### config.mk
export PLATFORM = sky130hd
export DESIGN_NAME = byte_issue_queue
export DESIGN_NICKNAME = d
export VERILOG_FILES = /design/src/rtl/byte_issue_pkg.sv /design/src/rtl/byte_issue_fifo_mem.sv /design/src/rtl/byte_issue_queue.sv
export SDC_FILE = /design/constraint.sdc
export NUM_CORES = 1
export LEC_CHECK = 0
export ABC_AREA = 1
export CAP_MARGIN = 20
export CORE_ASPECT_RATIO = 0.75
export CORE_MARGIN = 8
export CORE_UTILIZATION = 27
export CTS_CLUSTER_DIAMETER = 50
export DETAILED_ROUTE_END_ITERATION = 7
export PLACE_DENSITY = 0.51
export SLEW_MARGIN = 20
export SYNTH_ARGS = -nofsm -noshare
export SYNTH_HDL_FRONTEND = slang
export SYNTH_SLANG_ARGS = --single-unit
### constraint.sdc
create_clock -name clock -period 3 [get_ports clock]
set_input_delay 0.3 -clock clock [delete_from_list [all_inputs] [get_ports clock]]
set_output_delay 0.3 -clock clock [all_outputs]
set_load 0.01 [all_outputs]
### src/rtl/byte_issue_pkg.sv
// Shared types and constants for the byte issue queue.
package byte_issue_pkg;

    localparam int unsigned DATA_W_DEFAULT = 8;
    localparam int unsigned GAP_MAX        = 15;
    localparam int unsigned GAP_CNT_W      = $clog2(GAP_MAX + 1);

    typedef enum logic [1:0] {
        IDLE,
        ISSUE,
        GAP
    } state_t;

endpackage

### src/rtl/byte_issue_fifo_mem.sv
// DEPTH x DATA_W register FIFO with wrapping pointers and occupancy level.
module byte_issue_fifo_mem #(
    parameter int unsigned DATA_W = 8,
    parameter int unsigned DEPTH  = 8
) (
    input  logic                     clock,
    input  logic                     reset_n,
    input  logic                     push,
    input  logic [DATA_W-1:0]        wr_data,
    input  logic                     pop,
    output logic [DATA_W-1:0]        rd_data,
    output logic [$clog2(DEPTH):0]   level
);

    localparam int unsigned AW = $clog2(DEPTH);
    localparam int unsigned LW = AW + 1;

    logic [DATA_W-1:0] mem [DEPTH];
    logic [AW-1:0]     wr_ptr;
    logic [AW-1:0]     rd_ptr;

    // Data array carries no reset; only valid entries are ever read out.
    always_ff @(posedge clock) begin
        if (push) begin
            mem[wr_ptr] <= wr_data;
        end
    end

    // Power-of-two depth lets the pointers wrap by natural overflow.
    always_ff @(posedge clock or negedge reset_n) begin
        if (!reset_n) begin
            wr_ptr <= '0;
            rd_ptr <= '0;
            level  <= '0;
        end else begin
            if (push) begin
                wr_ptr <= wr_ptr + AW'(1);
            end
            if (pop) begin
                rd_ptr <= rd_ptr + AW'(1);
            end
            case ({push, pop})
                2'b10:   level <= level + LW'(1);
                2'b01:   level <= level - LW'(1);
                default: level <= level;
            endcase
        end
    end

    assign rd_data = mem[rd_ptr];

endmodule

### src/rtl/byte_issue_queue.sv
// Ready/valid byte buffer that issues single-cycle pulses spaced by at least GAP idle cycles.
module byte_issue_queue #(
    parameter int unsigned DATA_W = byte_issue_pkg::DATA_W_DEFAULT,
    parameter int unsigned DEPTH  = 8,
    parameter int unsigned GAP    = 1
) (
    input  logic                     clock,
    input  logic                     reset_n,
    input  logic [DATA_W-1:0]        in_data,
    input  logic                     in_valid,
    output logic                     in_ready,
    input  logic                     issue_en,
    output logic [DATA_W-1:0]        out_data,
    output logic                     out_valid,
    output logic [$clog2(DEPTH):0]   level,
    output logic [15:0]              issued_count
);

    import byte_issue_pkg::*;

    state_t                 state;
    state_t                 state_next;
    logic [GAP_CNT_W-1:0]   gap_cnt;
    logic [GAP_CNT_W-1:0]   gap_next;
    logic [DATA_W-1:0]      head;
    logic                   push;
    logic                   pop;
    logic                   can_issue;

    // No full-bypass: a full queue refuses pushes even when popping.
    assign in_ready  = reset_n && (32'(level) < DEPTH);
    assign push      = in_valid && in_ready;
    assign can_issue = issue_en && (level != '0);

    byte_issue_fifo_mem #(
        .DATA_W (DATA_W),
        .DEPTH  (DEPTH)
    ) u_fifo (
        .clock   (clock),
        .reset_n (reset_n),
        .push    (push),
        .wr_data (in_data),
        .pop     (pop),
        .rd_data (head),
        .level   (level)
    );

    always_ff @(posedge clock or negedge reset_n) begin
        if (!reset_n) begin
            state        <= IDLE;
            gap_cnt      <= '0;
            out_valid    <= 1'b0;
            out_data     <= '0;
            issued_count <= '0;
        end else begin
            state     <= state_next;
            gap_cnt   <= gap_next;
            out_valid <= pop;
            if (pop) begin
                out_data     <= head;
                issued_count <= issued_count + 16'd1;
            end
        end
    end

    // The last gap cycle re-runs the idle issue test so GAP=n yields exactly n idle cycles.
    always_comb begin
        state_next = state;
        gap_next   = gap_cnt;
        pop        = 1'b0;
        case (state)
            IDLE: begin
                if (can_issue) begin
                    pop        = 1'b1;
                    state_next = ISSUE;
                end
            end
            ISSUE: begin
                if (GAP == 0) begin
                    if (can_issue) begin
                        pop = 1'b1;
                    end else begin
                        state_next = IDLE;
                    end
                end else begin
                    gap_next   = GAP_CNT_W'(GAP - 1);
                    state_next = byte_issue_pkg::GAP;
                end
            end
            byte_issue_pkg::GAP: begin
                if (gap_cnt != '0) begin
                    gap_next = gap_cnt - GAP_CNT_W'(1);
                end else if (can_issue) begin
                    pop        = 1'b1;
                    state_next = ISSUE;
                end else begin
                    state_next = IDLE;
                end
            end
            default: state_next = IDLE;
        endcase
    end

endmodule

-- Word-level counts from Yosys, hierarchy flattened
Memory sizes are Yosys's and may differ from the RTL's. A register that Yosys moved wholly into a read port is not among the register bits.
Index checks and enable logic that the tools add are counted.
- flip-flop bits (word level): 33
- RAM bits: 64
- output and inout port bits: 30
- logic and storage cells: 45
- memories kept: 1
- memory list (memory ; depth ; bits a word ; read ports ; clocked after Yosys merged registers in ; wr ports ; RTL line ; RTL):
    u_fifo.mem ; 8 ; 8 ; 1 ; 1 ; 1 ; byte_issue_fifo_mem.sv:18 ; logic [DATA_W-1:0] mem [DEPTH];
- add/subtract/negate cells: 6
- $lt $le $gt $ge: 1
- equal/unequal tests: 7
- multiplexer cells: 12
- reduce and logical (&&, ||, !) cells: 11
- operators by type and width (operator ; count):
    adder 16 x 1 -> 16 bit (second input constant) ; 1
    one-hot mux 4 bit (2 select lines) ; 2
    nonzero test 4 bit ; 2
    subtractor 4 x 1 -> 4 bit (second input constant) ; 2
    adder 3 x 1 -> 3 bit (second input constant) ; 2
    != test 2 bit (second input constant) ; 3
    one-hot mux 2 bit (3 select lines) ; 1
    two-way mux 1 bit ; 5
    adder 4 x 1 -> 4 bit (second input constant) ; 1
    == test 2 x 1 -> 1 bit (second input constant) ; 2
    == test 2 bit (second input constant) ; 2
    < comparator 4 bit (second input constant) ; 1
    two-way mux 2 bit ; 2
    two-way mux 4 bit ; 1
    AND reduction 2 bit ; 2
    nonzero test 2 bit ; 2
    logical AND 1 bit ; 3
    zero test 2 bit ; 1
    one-hot mux 1 bit (2 select lines) ; 1
    zero test 1 bit ; 1

-- Logic depth before layout (Yosys ltp)
- word-level depth: 7
- depth in mapped cells: 16

-- By module
A second synthesis with hierarchy kept.
- cells, all modules: 462
- area total of the unflattened synthesis: 4713.3 um2
- modules (own cells, without submodules) (module ; instances ; cells each ; area each (um2)):
    byte_issue_fifo_mem ; 1 ; 253 ; 3080.5
    byte_issue_queue ; 1 ; 209 ; 1632.8

-- Worst setup path before layout
Ideal clock, no wire load.
- path kind: register to register
- start point: reg gap_cnt[0]
- end point: reg u_fifo.level[2]
- arrival: 2062 ps
- data required time: 2918 ps
- slack: 857 ps
- stages on the path, launching flop included: 15
- path buffers: 1
- period minus slack after synthesis: 2143 ps
- cell sequence: dfrtp_1 -> inv_1 -> ha_1 -> nand3_2 -> nand2_2 -> nand3_4 -> inv_2 -> buf_6 -> ha_1 -> nor2_1 -> nor2_1 -> ha_1 -> a21oi_1 -> or2_2 -> a31oi_1
- word-level cells in the longest chain between the ends: 5
- elaborated cells between the ends (all ways): 7
- classes of those cells: eq/ne: 2; mux: 3; reduce/logical: 2
- ends and longest elaborated chain (what ; RTL line ; RTL):
    start: declaration ; byte_issue_queue.sv:23 ; logic [GAP_CNT_W-1:0] gap_cnt;
    start signal: assignment ; byte_issue_queue.sv:57 ; gap_cnt <= gap_next;
    nonzero test 4 bit * ; byte_issue_queue.sv:91 ; if (gap_cnt != '0) begin
    two-way mux 1 bit * ; byte_issue_queue.sv:91 ;
    one-hot mux 1 bit (2 select lines) * ; byte_issue_queue.sv:71 ; case (state)
    net pop ; byte_issue_queue.sv:27 ; logic pop;
    == test 2 x 1 -> 1 bit / == test 2 bit (equally long branches) ; byte_issue_fifo_mem.sv:42 ; case ({push, pop})
    one-hot mux 4 bit (2 select lines) / nonzero test 2 bit (equally long branches) ; - ;
    end signal: assignment ; byte_issue_fifo_mem.sv:43 ; 2'b10: level <= level + LW'(1);
    end signal: assignment ; byte_issue_fifo_mem.sv:44 ; 2'b01: level <= level - LW'(1);
    end signal: assignment ; byte_issue_fifo_mem.sv:45 ; default: level <= level;
    end: declaration ; byte_issue_fifo_mem.sv:12 ; output logic [$clog2(DEPTH):0] level
Mark *: on every way through the listed nets, which the timed path passes. The rest lies on a longest branch.
A chain may end at the register's enable or synchronous reset.

-- Final worst setup path
- start point: reg gap_cnt[0]
- end point: reg u_fifo.level[2]
- word-level cells in the longest chain between the ends: 5
- elaborated cells between the ends (all ways): 7
- classes of those cells: eq/ne: 2; mux: 3; reduce/logical: 2
- ends and longest elaborated chain (what ; RTL line):
    nonzero test 4 bit * ; byte_issue_queue.sv:91
    two-way mux 1 bit * ; byte_issue_queue.sv:91
    one-hot mux 1 bit (2 select lines) * ; byte_issue_queue.sv:71
    == test 2 x 1 -> 1 bit / == test 2 bit (equally long branches) ; byte_issue_fifo_mem.sv:42
    one-hot mux 4 bit (2 select lines) / nonzero test 2 bit (equally long branches) ; -
Every way passes the cells marked *; elsewhere a longest branch is shown, timed or not.

==> results.sh <==
export IMPL_synth_distinct_cells=30
export IMPL_io_pins=42
export IMPL_path_clk_slew_ns=0.07
export IMPL_nFillCells=1695
export IMPL_setup_ws_ns=0.816
export IMPL_cts_root_buf="clkbuf_16"
export IMPL_via_per_inst=4.43
export IMPL_cts_sinks=105
export IMPL_ctsHoldBuffers=0
export IMPL_core_um2=16900
export IMPL_p_int_mw=3.32
export IMPL_port_buffers=41
export IMPL_crit_fanout=32
export IMPL_die_height_um=130
export IMPL_period_share=0.728
export IMPL_drive_gt1_frac=0.0857
export IMPL_power_frac_seq=0.412
export IMPL_die_area_um2=21900
export IMPL_setup_violations=0
export IMPL_crit_path_end_kind="register"
export IMPL_die_w_um=168
export IMPL_layout_commonest_cell="nand2_1"
export IMPL_wl_per_cell_um=14.5
export IMPL_synth_top_flop_cell="edfxtp_1"
export IMPL_cts_buffer_depth=2
export IMPL_timing_rr_start="gap_cnt[0]"
export IMPL_insertion_delay_ns=0.34
export IMPL_grt_pass1_vias=3286
export IMPL_cts_htree_levels=3
export IMPL_worst_path_most_repeated_cell="ha_1"
export IMPL_grt_max_degree=42
export IMPL_power_density_nw_per_um2=892
export IMPL_yosysWarnings=0
export IMPL_async_flop_share=0.390
export IMPL_postLayoutCoreUtil=0.336
export IMPL_post_cts_buffers=0
export IMPL_critPathTopFamily="simple AND/OR/NAND/NOR gates"
export IMPL_worst_hold_path_type="in -> async"
export IMPL_antenna_found_initial=0
export IMPL_nNetsFinal=539
export IMPL_grt_pass1_wl_um=17500
export IMPL_grt_usage=0.103
export IMPL_gp_congestion=0.752
export IMPL_critPathSlowestCell="dfrtp_1"
export IMPL_peakVddDrop_uv=357
export IMPL_dr_pass1_iters=4
export IMPL_place_inst=724
export IMPL_worst_path_buf_inv=3
export IMPL_totalWireLength_um=10800
export IMPL_maxCapViolCount=0
export IMPL_path_class="reg -> reg"
export IMPL_rrSetupSlack_ns=0.82
export IMPL_via_count=3279
export IMPL_path_cells="inv_1, ha_1, nand3_2, nand2_2, nand3_4, inv_2, buf_4, ha_1, a21oi_1, or2_2, a31oi_1"
export IMPL_initial_core_util=0.277
export IMPL_syn_nets=490
export IMPL_relSlewSlack=0.573
export IMPL_max_stage_delay_ns=0.39
export IMPL_area_growth_pct=21.1
export IMPL_synth_top_area_cell="edfxtp_1"
export IMPL_cp_arrival_ns=2.45
export IMPL_drc=0
export IMPL_startpoint_type="register"
export IMPL_ys_seq_area_frac=0.628
export IMPL_dp_hpwl_um=7280
export IMPL_synthCells=471
export IMPL_finalNonFillerCells=740
export IMPL_switching_share=0.346
export IMPL_cts_buffers=9
export IMPL_slew_violations=0
export IMPL_cts_tree="yes"
export IMPL_fp_row_count=41
export IMPL_clkPwrFrac=0.257
export IMPL_syn_avg_cell_area_um2=9.97
export IMPL_rsz0062_at_grt="false"
export IMPL_grt_overflow=0
export IMPL_yosys_top_cells_area="edfxtp_1, dfrtp_1, nand2_1"
export IMPL_r2r_end="u_fifo.level[2]"
export IMPL_p_switching_mw=1.75
export IMPL_ant_nets=0
export IMPL_comb_power_share=0.331
export IMPL_fin_crit_ns=2.18
export IMPL_outcome="complete, no violations"
export IMPL_hold_slack_ns=0.0460
export IMPL_dp_slack_ns=0.662
export IMPL_reg2regPathDepth=11
export IMPL_final_cell_mix="nand2_1, nor2_1, edfxtp_1, o21ai_0, dfrtp_1"
export IMPL_postCtsResizedCells=0
export IMPL_finalSetupTns_ns=0
export IMPL_synth_area_um2=4700
export IMPL_required_ns=3.26
export IMPL_leakagePower_nw=2.22
export IMPL_clock_skew_ns=0.00443
export IMPL_antenna_cells=0
export IMPL_drtIter0Drc=189
export IMPL_max_freq_ghz=0.458
export IMPL_ys_ff_latch=105
export IMPL_hold_viol=0
export IMPL_synth_edff_count=64
export IMPL_tightest_slew_ns=0.640
export IMPL_synth_top_area_share=0.409
## cell usage after synthesis, types with 2 or more instances
master and number:
o21ai_1 2, inv_1 26, inv_2 4, nor2_1 91, nand2_1 98, nand2_2 4, buf_4 4, o21ai_0 44
nor2_2 4, buf_6 4, nand3_1 38, xnor2_1 7, nand4_1 6, xor2_1 6, clkbuf_2 2, o22ai_1 3
buf_2 6, ha_1 7, dfrtp_1 41, edfxtp_1 64
## area by class of cell
class	instances	area, um2	area share
Clock buffer	10	229	0.0403
Clock inverter	6	106	0.0187
Inverter	31	116	0.0205
Multi-Input combinational cell	319	1520	0.267
Sequential cell	105	2950	0.518
Tap cell	215	269	0.0473
Timing Repair Buffer	54	503	0.0884
## power by group through the flow
stage,registers [mW],logic [mW],clock network [mW]
after floorplan,2.07,1.08,0
after global placement,2.12,1.67,0
after detailed placement,2.12,1.71,0
after CTS,2.09,1.72,1.35
after global routing,2.14,1.91,1.40
final,2.09,1.68,1.31
## state kept, by name (all words and copies together) (netlist names)
register,cells
gap_cnt,4
out_valid,1
u_fifo.level,4
state,2
u_fifo.wr_ptr,3
u_fifo.mem,64
issued_count,16
u_fifo.rd_ptr,3
out_data,8
## routing by layer
layer	up-vias	share of wire	track usage	routed length (um)
li1	1659	-	-	-
met1	1555	0.48	0.134	5150
met2	63	0.47	0.165	5010
met3	2	0.050	0.0263	537
met4	0	0.0053	0.0382	57
met5	-	0	0	0
## cell families (layout without fill, tap and decap cells)
kind of cell               Yosys count  after routing  share of synthesized area
AOI/OAI and AO/OA                   52             52                     0.0573
xor gates and xnor gates            13             13                     0.0242
and+or+nand+nor                    247            247                      0.223
DFF                                105            105                      0.628
adders and majority gates            7              7                     0.0187
buffers and inverters               47            101                     0.0493
## worst max path at each step
stage,endpoint,cells after the start,start
2_1_floorplan,u_fifo.level[2],14,gap_cnt[0]
3_3_place_gp,u_fifo.level[2],10,issue_en
3_5_place_dp,u_fifo.level[2],10,issue_en
4_1_cts,u_fifo.level[2],11,gap_cnt[0]
5_1_grt,u_fifo.level[2],11,gap_cnt[0]
6_report,u_fifo.level[2],11,gap_cnt[0]
## metrics by stage
step,area [um2],total power [mW]
6_report,5690,5.07
5_1_grt,5690,5.45
4_1_cts,5690,5.17
3_5_place_dp,5350,3.83
3_3_place_gp,5350,3.79
2_1_floorplan,4700,3.15
No activity file was read; power rests on OpenSTA's default activity.
